**src/rtl/alu_operand_sequencer_if.sv**
```systemverilog
// ALU-side bus of the operand sequencer: operands/opcode out, result and flags back.
interface alu_operand_sequencer_if #(
  parameter int N = 4
);
  logic [N-1:0] alu_a;
  logic [N-1:0] alu_b;
  logic [3:0]   alu_s;
  logic [N-1:0] alu_result;
  logic         alu_neg;
  logic         alu_zr;
  logic         alu_cry;
  logic         alu_of;

  modport master (
    output alu_a, alu_b, alu_s,
    input  alu_result, alu_neg, alu_zr, alu_cry, alu_of
  );

  modport slave (
    input  alu_a, alu_b, alu_s,
    output alu_result, alu_neg, alu_zr, alu_cry, alu_of
  );
endinterface

```
**src/rtl/alu_operand_sequencer.sv**
```systemverilog
// Button-stepped operand/opcode entry for a combinational ALU, with a registered result.
// Owns the button synchroniser, the debouncer and the step FSM.
//
//  state  | meaning
//  S_A    | waiting for operand A press
//  S_B    | waiting for operand B press
//  S_OP   | waiting for a legal opcode press (0..9)
//  S_EXEC | one-cycle ALU settle, result captured at its end
//  S_SHOW | result displayed until the next press
module alu_operand_sequencer #(
  parameter int N          = 4,
  parameter int DEB_CYCLES = 500000
) (
  input  logic                   clk,
  input  logic                   rst_n,
  input  logic [N-1:0]           sw,
  input  logic                   btn_n,
  input  logic                   clr,
  alu_operand_sequencer_if.master alu,
  output logic [N-1:0]           res_q,
  output logic [3:0]             flags_q,
  output logic                   res_valid,
  output logic                   op_err,
  output logic [2:0]             state_o
);

  localparam int CW = $clog2(DEB_CYCLES + 1);
  localparam logic [CW-1:0] DEB_TC = CW'(DEB_CYCLES - 1);
  localparam logic [3:0] OP_MAX = 4'd9;

  typedef enum logic [2:0] {
    S_A    = 3'd0,
    S_B    = 3'd1,
    S_OP   = 3'd2,
    S_EXEC = 3'd3,
    S_SHOW = 3'd4
  } state_t;

  logic          btn_meta;
  logic          btn_sync;
  logic          deb_level;
  logic [CW-1:0] deb_cnt;
  logic          press;

  state_t        state_q, state_d;
  logic [N-1:0]  a_q, a_d;
  logic [N-1:0]  b_q, b_d;
  logic [3:0]    s_q, s_d;
  logic [N-1:0]  res_d;
  logic [3:0]    flags_d;
  logic          res_valid_d;
  logic          op_err_d;

  // The level is accepted only after DEB_CYCLES consecutive disagreeing cycles;
  // press fires on the accepted 1->0 edge, so a held button yields one press.
  always_ff @(posedge clk or negedge rst_n) begin
    if (!rst_n) begin
      btn_meta  <= 1'b1;
      btn_sync  <= 1'b1;
      deb_level <= 1'b1;
      deb_cnt   <= '0;
      press     <= 1'b0;
    end else begin
      btn_meta <= btn_n;
      btn_sync <= btn_meta;
      press    <= 1'b0;
      if (btn_sync == deb_level) begin
        deb_cnt <= '0;
      end else if (deb_cnt == DEB_TC) begin
        deb_level <= btn_sync;
        deb_cnt   <= '0;
        press     <= deb_level & ~btn_sync;
      end else begin
        deb_cnt <= deb_cnt + 1'b1;
      end
    end
  end

  always_ff @(posedge clk or negedge rst_n) begin
    if (!rst_n) begin
      state_q   <= S_A;
      a_q       <= '0;
      b_q       <= '0;
      s_q       <= '0;
      res_q     <= '0;
      flags_q   <= '0;
      res_valid <= 1'b0;
      op_err    <= 1'b0;
    end else begin
      state_q   <= state_d;
      a_q       <= a_d;
      b_q       <= b_d;
      s_q       <= s_d;
      res_q     <= res_d;
      flags_q   <= flags_d;
      res_valid <= res_valid_d;
      op_err    <= op_err_d;
    end
  end

  always_comb begin
    state_d     = state_q;
    a_d         = a_q;
    b_d         = b_q;
    s_d         = s_q;
    res_d       = res_q;
    flags_d     = flags_q;
    res_valid_d = res_valid;
    op_err_d    = op_err;

    case (state_q)
      S_A: begin
        if (press) begin
          a_d     = sw;
          state_d = S_B;
        end
      end
      S_B: begin
        if (press) begin
          b_d     = sw;
          state_d = S_OP;
        end
      end
      S_OP: begin
        if (press) begin
          if (sw[3:0] <= OP_MAX) begin
            s_d      = sw[3:0];
            op_err_d = 1'b0;
            state_d  = S_EXEC;
          end else begin
            op_err_d = 1'b1;
          end
        end
      end
      S_EXEC: begin
        res_d       = alu.alu_result;
        flags_d     = {alu.alu_neg, alu.alu_zr, alu.alu_cry, alu.alu_of};
        res_valid_d = 1'b1;
        state_d     = S_SHOW;
      end
      S_SHOW: begin
        if (press) begin
          res_valid_d = 1'b0;
          state_d     = S_A;
        end
      end
      default: state_d = S_A;
    endcase

    // Soft clear overrides whatever the press would have done this cycle.
    if (clr) begin
      state_d     = S_A;
      a_d         = '0;
      b_d         = '0;
      s_d         = '0;
      res_d       = '0;
      flags_d     = '0;
      res_valid_d = 1'b0;
      op_err_d    = 1'b0;
    end
  end

  assign alu.alu_a = a_q;
  assign alu.alu_b = b_q;
  assign alu.alu_s = s_q;
  assign state_o   = state_q;

endmodule

```
**src/flat_wrapper.sv**
```systemverilog
// flat-port wrapper written by rule: the top's interface ports become plain ports
module alu_operand_sequencer_flat 
#(
  parameter int N          = 4,
  parameter int DEB_CYCLES = 500000
)
  (clk, rst_n, sw, btn_n, clr, res_q, flags_q, res_valid, op_err, state_o, alu_alu_a, alu_alu_b, alu_alu_s, alu_alu_result, alu_alu_neg, alu_alu_zr, alu_alu_cry, alu_alu_of);
  alu_operand_sequencer_if #(.N(N)) alu_i ();
  input  logic clk;
  input  logic rst_n;
  input  logic [N-1:0] sw;
  input  logic btn_n;
  input  logic clr;
  output logic [N-1:0] res_q;
  output logic [3:0] flags_q;
  output logic res_valid;
  output logic op_err;
  output logic [2:0] state_o;
  output wire logic [$bits(alu_i.alu_a)-1:0] alu_alu_a;
  output wire logic [$bits(alu_i.alu_b)-1:0] alu_alu_b;
  output wire logic [$bits(alu_i.alu_s)-1:0] alu_alu_s;
  input wire logic [$bits(alu_i.alu_result)-1:0] alu_alu_result;
  input wire logic [$bits(alu_i.alu_neg)-1:0] alu_alu_neg;
  input wire logic [$bits(alu_i.alu_zr)-1:0] alu_alu_zr;
  input wire logic [$bits(alu_i.alu_cry)-1:0] alu_alu_cry;
  input wire logic [$bits(alu_i.alu_of)-1:0] alu_alu_of;
  assign alu_alu_a = alu_i.alu_a;
  assign alu_alu_b = alu_i.alu_b;
  assign alu_alu_s = alu_i.alu_s;
  assign alu_i.alu_result = alu_alu_result;
  assign alu_i.alu_neg = alu_alu_neg;
  assign alu_i.alu_zr = alu_alu_zr;
  assign alu_i.alu_cry = alu_alu_cry;
  assign alu_i.alu_of = alu_alu_of;
  alu_operand_sequencer #(.N(N), .DEB_CYCLES(DEB_CYCLES)) u_core (.clk(clk), .rst_n(rst_n), .sw(sw), .btn_n(btn_n), .clr(clr), .alu(alu_i), .res_q(res_q), .flags_q(flags_q), .res_valid(res_valid), .op_err(op_err), .state_o(state_o));
endmodule
```
**config.mk**
```make
export PLATFORM = sky130hd
export DESIGN_NAME = alu_operand_sequencer_flat
export DESIGN_NICKNAME = d
export VERILOG_FILES = /design/src/rtl/alu_operand_sequencer_if.sv /design/src/rtl/alu_operand_sequencer.sv /design/src/flat_wrapper.sv
export SDC_FILE = /design/constraint.sdc
export NUM_CORES = 1
export LEC_CHECK = 0
export BUFFER_PORTS_ARGS = -buffer_cell sky130_fd_sc_hd__clkbuf_2
export CAP_MARGIN = 15
export CORE_MARGIN = 4
export CORE_UTILIZATION = 32
export DETAILED_ROUTE_END_ITERATION = 8
export HOLD_SLACK_MARGIN = 0.02
export PLACE_DENSITY = 0.51
export SLEW_MARGIN = 0
export SYNTH_ARGS = -nofsm -noshare
export SYNTH_HDL_FRONTEND = slang
export SYNTH_SLANG_ARGS = --single-unit
```
**constraint.sdc**
```tcl
create_clock -name clk -period 2.74 [get_ports clk]
set_input_delay 0.411 -clock clk [delete_from_list [all_inputs] [get_ports clk]]
set_output_delay 0.411 -clock clk [all_outputs]
set_load 0.03 [all_outputs]
```
==> metrics.md, run 1 <==
| Metric | Value |
|---|---|
| Number of global-route vias before repair | `between 1500 and 2000` |
| Later-pin clock latency in the skew report | `roughly 0.3 ns` |
| Setup repair after global routing missed its margin | `no` |
| DR WL/cell | `roughly 13 microns` |
| Areal power density over the cells | `~480 mW/mm^2` |
| Sink count of the clock tree | `48` |
| Internal power | `~960 uW` |
| Layout Nets | `284` |
| Launching element type of the critical path | `flop` |
| Global route overflow | `0` |
| VDD IR max | `0.000184 V` |
| Final setup violation count | `0` |
| Number of H-tree branching levels | `2` |
| Area share of the leading cell type in the synthesized netlist | `just over 50%` |
| Net Sw Power | `310 uW` |
| GRT Resource Usage Total | `between 10% and 20%` |
| Sequential Power Share | `approximately 58%` |
| Port-buffer cells | `40` |
| Cell taking the most area after synthesis | `sky130_fd_sc_hd__dfrtp_1` |
| Max-cap violations | `0` |
| Seq cells post-synth | `48` |
| Ratio of final minimum period to clock period | `around three quarters` |
| Data required time at the worst endpoint | `2.89 ns` |
| Core Area | `a little under 0.007 sq mm` |
| Hold Violations, Final | `0` |
| Floorplan die width | `roughly 90 microns` |
| Reported leakage power | `between 0.001 and 0.0015 uW` |
| Portion of total power attributed to combinational logic | `slightly below 7%` |
| Netlist area before placement | `~0.0022 sq mm` |
| Clock Pin Slew Worst Setup and Hold Paths | `approximately 0.08 ns` |
| Residual DRC count | `0` |
| Sw frac | `roughly a quarter` |
| Mapped Avg Cell Area | `10.1 sq um` |
| Detailed Routing Iterations Pass 1 | `4` |
| Cell count after placement | `about 350` |
| Outcome | `completed` |
| Ports placed on the boundary | `about 40` |
| Global-route wire length before repair | `slightly above 8 mm` |
| Antenna Cells | `0` |
| Placed wire-length estimate | `3.35 mm` |
| Net Count, Synth | `between 200 and 250` |
| Placement Rows | `30` |
| Clock period minus worst slack | `roughly 2 ns` |
| Via count of the routed design | `1699` |
| Yosys warning total | `0` |
| Die Footprint | `roughly 0.0084 sq mm` |
| Initial antenna violation count | `0` |
| Number of cells in the finished layout apart from fillers | `roughly 360` |
| Number of instances in the synthesized netlist | `221` |
| Transition time at the pin with the least slew margin | `roughly 0.66 ns` |
| Cell types occupying the most area after synthesis | `sky130_fd_sc_hd__dfrtp_1 50%, sky130_fd_sc_hd__nor2_1 5.2%, sky130_fd_sc_hd__xnor2_1 4.7%, sky130_fd_sc_hd__mux2i_1 4.0%, sky130_fd_sc_hd__dfstp_2 3.5%` |
| Smallest setup slack after layout | `0.710 ns` |
| Number of flops mapped to enable cells by yosys | `0` |
| Share of synthesized area occupied by flip-flops and latches | `approximately 54%` |
| Clock share of power | `35.4%` |
| Post-placement worst setup slack | `approximately 0.67 ns` |
| Unique cell type count in the Yosys netlist | `45` |
| Clk root buf | `sky130_fd_sc_hd__clkbuf_8` |
| Capturing element type of the critical path | `flop` |
| Maximum buffer depth of the clock tree | `2` |
| Final-report max-slew violation count | `0` |
| Starting DRC count in detailed routing | `70` |
| Final GP Congestion | `about 0.80` |
| Clock buffer count from CTS | `5` |
| Worst Path Arrival | `~2.2 ns` |
| Routed wire length | `between 4 and 5 mm` |
| Share of post-route cells with drive strength above 1 | `24.8%` |
| Max-Slew Margin vs Limit | `55.8%` |
| Maximum clock rate | `493 MHz` |
| Post-route ant nets | `0` |
| Maximum number of pins on one net before global-route repair | `26` |
| Ys flop type | `sky130_fd_sc_hd__dfrtp_1` |
| Die height | `a little over 90 microns` |
| Highest fanout seen on the critical path | `16` |
| Area Overhead vs Synth | `18.9%` |
| Setup tns final | `0 ns` |
| DR vias/cell | `around 4.7` |
| FFs w/ async S/R, synth | `100%` |
| Worst min-delay path category | `input port to flop` |
| CTS tree | `done` |
| Crit Path Category | `flop to flop` |
| Post-Route Skew | `between 0.01 and 0.015 ns` |
| Starting Density | `approximately a third` |
## repair_timing
action | CTS | global route
resized for setup | 0 | 0
buffers inserted | 0 | 0
hold buffers | 1 | 0
endpoints found under the hold margin | 8 | 0
## cell type report
type	count	area, sq um
Inverter	9	33.8
Tap cell	96	120
Sequential cell	48	1200
Timing Repair Buffer	45	240
Clock buffer	6	82.6
Multi-Input combinational cell	156	966
Clock inverter	2	15.0
Fill cell	702	4130
## power groups by stage
stage | clock, uW | sequential [uW] | combinational (uW)
global route | 501 | 734 | 97.6
detailed placement | 0 | 745 | 89.1
floorplan | 0 | 760 | 27.9
finish | 447 | 731 | 87.0
global placement | 0 | 745 | 89.0
CTS | 474 | 731 | 90.3
## per-layer routing
layer,part of all wire [%],track usage [%],wire [microns]
met1,47,15.3,2220
met2,47,19.1,2210
met3,5.4,3.86,253
met4,0.68,2.64,32
met5,0,0,0
## metrics by stage
step	power, uW	util (%)	hold slack, ns	cell area (sq um)
2_1_floorplan	788	-	0.115	2240
3_3_place_gp	833	37.6	0.287	2550
3_5_place_dp	835	37.6	0.290	2550
4_1_cts	1300	39.2	0.183	2660
5_1_grt	1330	39.2	0.177	2660
6_report	1270	39.2	0.194	2660
## path summary, 6_finish.rpt
| kind | cells past startpoint | slack (ns) | end | start |
|---|---|---|---|---|
| setup / recovery | 4 | 0.71 | u_core.deb_cnt[3] | u_core.deb_cnt[0] |
| max in group asynchronous | 3 | 1.59 | u_core.btn_sync | rst_n |
| hold / removal | 1 | 0.19 | u_core.btn_meta | btn_n |
| min in group asynchronous | 2 | 0.50 | u_core.op_err | rst_n |
| setup reg to reg | 4 | 0.71 | u_core.deb_cnt[3] | u_core.deb_cnt[0] |
| hold reg to reg | 0 | 0.36 | u_core.btn_sync | u_core.btn_meta |
## critical path: stages (launching register included)
cell and delay (ns):
sky130_fd_sc_hd__dfrtp_1 0.43, sky130_fd_sc_hd__ha_1 0.23, sky130_fd_sc_hd__nand4_1 0.40, sky130_fd_sc_hd__o21ai_2 0.70, sky130_fd_sc_hd__nor2_1 0.13
## cell families after synthesis
group | count (synthesis) | share of synthesized area (%)
mux | 12 | 5.53
fa+ha+maj | 3 | 1.68
xor+xnor | 14 | 5.47
compound gates | 24 | 6.59
simple gates | 103 | 23.9
buf+inv | 17 | 3.07
flops | 48 | 53.8
## state kept, by name, summed over array words and instances (netlist names)
signal            flops
u_core.deb_level      1
u_core.flags_q        4
u_core.press          1
u_core.alu.alu_s      4
u_core.deb_cnt       19
u_core.alu.alu_a      4
u_core.op_err         1
u_core.state_o        3
u_core.btn_meta       1
u_core.btn_sync       1
u_core.res_q          4
u_core.alu.alu_b      4
u_core.res_valid      1
## layout by cell type (no fill, tap or decap), drive strengths merged, types with 2 or more instances in the layout
cell type / n
xor2: 2
dfrtp: 45
buf: 4
nand2b: 3
nand3: 15
inv: 9
nor3: 8
a211oi: 2
nor3b: 2
nand4: 6
mux2i: 9
nand2: 17
o21ai: 4
or2: 2
xnor2: 12
clkbuf: 46
nor2b: 4
ha: 3
dfstp: 3
mux2: 3
nor4: 7
a21oi: 11
nor2: 31
clkinvlp: 2
## synth_stat cells, types with 3 or more instances
library cell and count:
sky130_fd_sc_hd__dfrtp_1 45, sky130_fd_sc_hd__nor2_1 31, sky130_fd_sc_hd__nand2_1 17, sky130_fd_sc_hd__nand3_1 14, sky130_fd_sc_hd__xnor2_1 12, sky130_fd_sc_hd__a21oi_1 11
sky130_fd_sc_hd__inv_1 9, sky130_fd_sc_hd__mux2i_1 9, sky130_fd_sc_hd__nor3_1 7, sky130_fd_sc_hd__nor4_1 7, sky130_fd_sc_hd__nand4_1 5, sky130_fd_sc_hd__clkbuf_1 4
sky130_fd_sc_hd__nor2b_1 4, sky130_fd_sc_hd__buf_2 3, sky130_fd_sc_hd__dfstp_2 3, sky130_fd_sc_hd__ha_1 3, sky130_fd_sc_hd__mux2_2 3, sky130_fd_sc_hd__nand2b_1 3
Note: power is estimated with default switching activity, not from simulation.
==> run 2: changes to the inputs <==
--- a/config.mk
+++ b/config.mk
@@ -5,13 +5,14 @@
 export SDC_FILE = /design/constraint.sdc
 export NUM_CORES = 1
 export LEC_CHECK = 0
+export ABC_AREA = 1
 export BUFFER_PORTS_ARGS = -buffer_cell sky130_fd_sc_hd__clkbuf_2
 export CAP_MARGIN = 15
 export CORE_MARGIN = 4
 export CORE_UTILIZATION = 32
 export DETAILED_ROUTE_END_ITERATION = 8
 export HOLD_SLACK_MARGIN = 0.02
-export PLACE_DENSITY = 0.51
+export PLACE_DENSITY = 0.5
 export SLEW_MARGIN = 0
 export SYNTH_ARGS = -nofsm -noshare
 export SYNTH_HDL_FRONTEND = slang
==> constraint.sdc (replaced) <==
create_clock -name clk -period 1.95 [get_ports clk]
set_input_delay 0.2925 -clock clk [delete_from_list [all_inputs] [get_ports clk]]
set_output_delay 0.2925 -clock clk [all_outputs]
set_load 0.03 [all_outputs]
==> run 2 against run 1 <==
Routed wire length increased by 14%. Synthesized area increased by 8.3%. Highest routed layer unchanged. Global-route usage increased by 1.3 points. Critical endpoint is now u_core.deb_cnt[17].
==> metrics.md, run 2 <==
| Metric | Value |
|---|---|
| Setup repair after global routing missed its margin | `no` |
| Global-route wire length before repair | `around 9.3 mm` |
| Hold-fix buffers at CTS | `1` |
| XOR/XNOR Fraction of Synth Area | `roughly 2.5%` |
| GRT Resource Usage Total | `a little over an eighth` |
| Hold Violations, Final | `0` |
| Seq cells post-synth | `48` |
| Die height | `95.1 microns` |
| Core Area | `0.00729 sq mm` |
| Unique cell type count in the Yosys netlist | `29` |
| Reported leakage power | `roughly 0.0013 uW` |
| Port-buffer cells | `40` |
| Final GP Congestion | `between 0.8 and 0.9` |
| Ys flop type | `sky130_fd_sc_hd__dfrtp_1` |
| Maximum buffer depth of the clock tree | `2` |
| Top cell types by occurrence after synthesis | `60 x sky130_fd_sc_hd__nand2_1, 50 x sky130_fd_sc_hd__nor2_1, 45 x sky130_fd_sc_hd__dfrtp_1` |
| Post-CTS Setup Inserts | `0` |
| Clk root buf | `sky130_fd_sc_hd__clkbuf_8` |
| Later-pin clock latency in the skew report | `approximately 0.3 ns` |
| Placed wire-length estimate | `between 4 and 5 mm` |
| Ratio of final minimum period to clock period | `approximately 83%` |
| Share of post-route cells with drive strength above 1 | `a little over a fifth` |
| Antenna Cells | `0` |
| # resized after CTS | `0` |
| Net Count, Synth | `324` |
| Floorplan die width | `95.1 microns` |
| Clock period minus worst slack | `1.61 ns` |
| Residual DRC count | `0` |
| Area share of the leading cell type in the synthesized netlist | `between 40% and 50%` |
| Data required time at the worst endpoint | `2.12 ns` |
| Transition time at the pin with the least slew margin | `~0.33 ns` |
| Max-Slew Margin vs Limit | `between 70 and 80%` |
| VDD IR max | `0.000274 V` |
| Placement Rows | `31` |
| Crit Path Category | `flop to flop` |
| Launching element type of the critical path | `flop` |
| Maximum clock rate | `620 MHz` |
| Areal power density over the cells | `770 mW/mm^2` |
| Post-Route Skew | `~0.011 ns` |
| Multiplexer share of the synthesized area | `0%` |
| Number of H-tree branching levels | `2` |
| Worst Path Arrival | `approximately 1.8 ns` |
| Mapped Avg Cell Area | `approximately 8 sq um` |
| Number of flops mapped to enable cells by yosys | `0` |
| Maximum number of pins on one net before global-route repair | `between 40 and 50` |
| Sink count of the clock tree | `48` |
| Ports placed on the boundary | `slightly above 40` |
| Clock Pin Slew Worst Setup and Hold Paths | `approximately 0.090 ns` |
| Max-cap violations | `0` |
| Cell with the most instances after synthesis | `sky130_fd_sc_hd__nand2_1` |
| Outcome | `completed` |
| Detailed Routing Iterations Pass 1 | `4` |
| FFs w/ async S/R, synth | `between 90% and 100%` |
| Most common cell after layout, fill and taps aside | `sky130_fd_sc_hd__nand2_1` |
| Starting DRC count in detailed routing | `67` |
| Final-report max-slew violation count | `0` |
| Cell taking the most area after synthesis | `sky130_fd_sc_hd__dfrtp_1` |
| DP Area | `0.00275 sq mm` |
| Netlist area before placement | `roughly 0.0024 sq mm` |
| Layout Nets | `368` |
| Fraction of the mapped netlist area in simple logic gates | `33.5%` |
| Dominant combinational cell family by area after synthesis | `simple AND/OR/NAND/NOR gates` |
| Capturing element type of the critical path | `flop` |
| Highest fanout seen on the critical path | `9` |
| Final setup violation count | `0` |
| Die Footprint | `about 0.009 sq mm` |
| DR vias/cell | `between 4 and 5` |
| Largest register by flop count | `u_core.deb_cnt` |
| Worst min-delay path category | `input port to flop` |
| Number of instances in the synthesized netlist | `305` |
| Yosys warning total | `0` |
| Routed wire length | `5.37 mm` |
| Post-route ant nets | `0` |
| DR WL/cell | `12.0 microns` |
| Cell types occupying the most area after synthesis | `sky130_fd_sc_hd__dfrtp_1 46%, sky130_fd_sc_hd__nand2_1 9.3%, sky130_fd_sc_hd__nand3_1 7.8%, sky130_fd_sc_hd__nor2_1 7.7%, sky130_fd_sc_hd__inv_1 4.6%` |
| Global route overflow | `0` |
| Via count of the routed design | `around 2100` |
| Area Overhead vs Synth | `18.7%` |
| Pwr Total | `between 2000 and 2500 uW` |
| Number of flip-flops under the largest register name | `19` |
| Starting Density | `33.3%` |
| Setup tns final | `0 ns` |
| Clock buffer count from CTS | `5` |
| Arithmetic-cell share of the synthesized area counting full adders, half adders and majority gates | `between 1.5 and 2%` |
| Number of global-route vias before repair | `between 2000 and 2500` |
| CTS tree | `done` |
| Compound-cell area share of the yosys netlist | `under 10%` |
| Commonest cells after routing, fill and taps aside | `60 x sky130_fd_sc_hd__nand2_1, 50 x sky130_fd_sc_hd__nor2_1, 45 x sky130_fd_sc_hd__dfrtp_1` |
| Share of synthesized area occupied by flip-flops and latches | `between 40% and 50%` |
| Initial antenna violation count | `0` |
| Post-route standard cell area excluding fillers | `between 0.002 and 0.003 sq mm` |
[run 2: changes by cell type after synthesis, moves of 9 or more]
cell,previous run,this run
sky130_fd_sc_hd__o21ai_0,2,15
sky130_fd_sc_hd__nor2_1,31,50
sky130_fd_sc_hd__nand3_1,14,38
sky130_fd_sc_hd__mux2i_1,9,0
sky130_fd_sc_hd__xnor2_1,12,2
sky130_fd_sc_hd__inv_1,9,30
sky130_fd_sc_hd__nand2_1,17,60
[run 2: layout make-up]
class                           count  area, sq um
Tap cell                           99          124
Clock inverter                      2         38.8
Inverter                           34          128
Timing Repair Buffer               43          238
Multi-Input combinational cell    217         1060
Clock buffer                        6         82.6
Sequential cell                    48         1200
Fill cell                         776         4410
[run 2: where the power goes]
part           switching, uW  internal, uW  leakage (uW)
Clock                    336           419     0.0000614
Sequential              61.4          1050      0.000649
Combinational            248           101      0.000604
Total                    646          1570       0.00131
[run 2: path summary, 6_finish.rpt]
check,startpoint,end,slack (ns),cells past startpoint
worst max-delay path,u_core.deb_level,u_core.deb_cnt[17],0.34,5
worst min-delay path,btn_n,u_core.btn_meta,0.07,1
worst max register to register,u_core.deb_level,u_core.deb_cnt[17],0.34,5
worst min register to register,u_core.btn_meta,u_core.btn_sync,0.36,0
max in group asynchronous,rst_n,u_core.btn_meta,1.12,3
min in group asynchronous,rst_n,u_core.alu.alu_s[1],0.53,3
[run 2: worst max-delay path: stages, from the launching register on]
cell                      delay, ns
sky130_fd_sc_hd__dfstp_2       0.56
sky130_fd_sc_hd__inv_1         0.04
sky130_fd_sc_hd__ha_1          0.47
sky130_fd_sc_hd__inv_1         0.17
sky130_fd_sc_hd__o21ai_2       0.17
sky130_fd_sc_hd__a21oi_1       0.07
[run 2: routing by layer]
| metal | wire length, microns | global-route usage [%] |
|---|---|---|
| met3 | 280 | 2.76 |
| met4 | 116 | 5.29 |
| met1 | 2460 | 15.8 |
| met2 | 2510 | 22.7 |
| met5 | 0 | 0 |
[run 2: kinds of logic (layout without fill, tap and decap cells)]
kind of cell / count (synthesis) / after routing
adder cells (fa/ha/maj): 3 / 3
buffers and inverters: 40 / 85
XOR/XNOR: 7 / 7
flip-flops: 48 / 48
AO/OA/AOI/OAI: 29 / 29
AND/OR/NAND/NOR: 178 / 178
[run 2: stage by stage]
stage	setup WS [ns]	hold slack, ns	util (%)	instances
after floorplan	0.588	-0.00309	-	305
after global placement	0.355	0.310	37.7	440
after detailed placement	0.365	0.307	37.7	440
after CTS	0.328	0.0563	39.5	449
after global routing	0.246	0.0544	39.5	449
final	0.336	0.0655	39.5	449
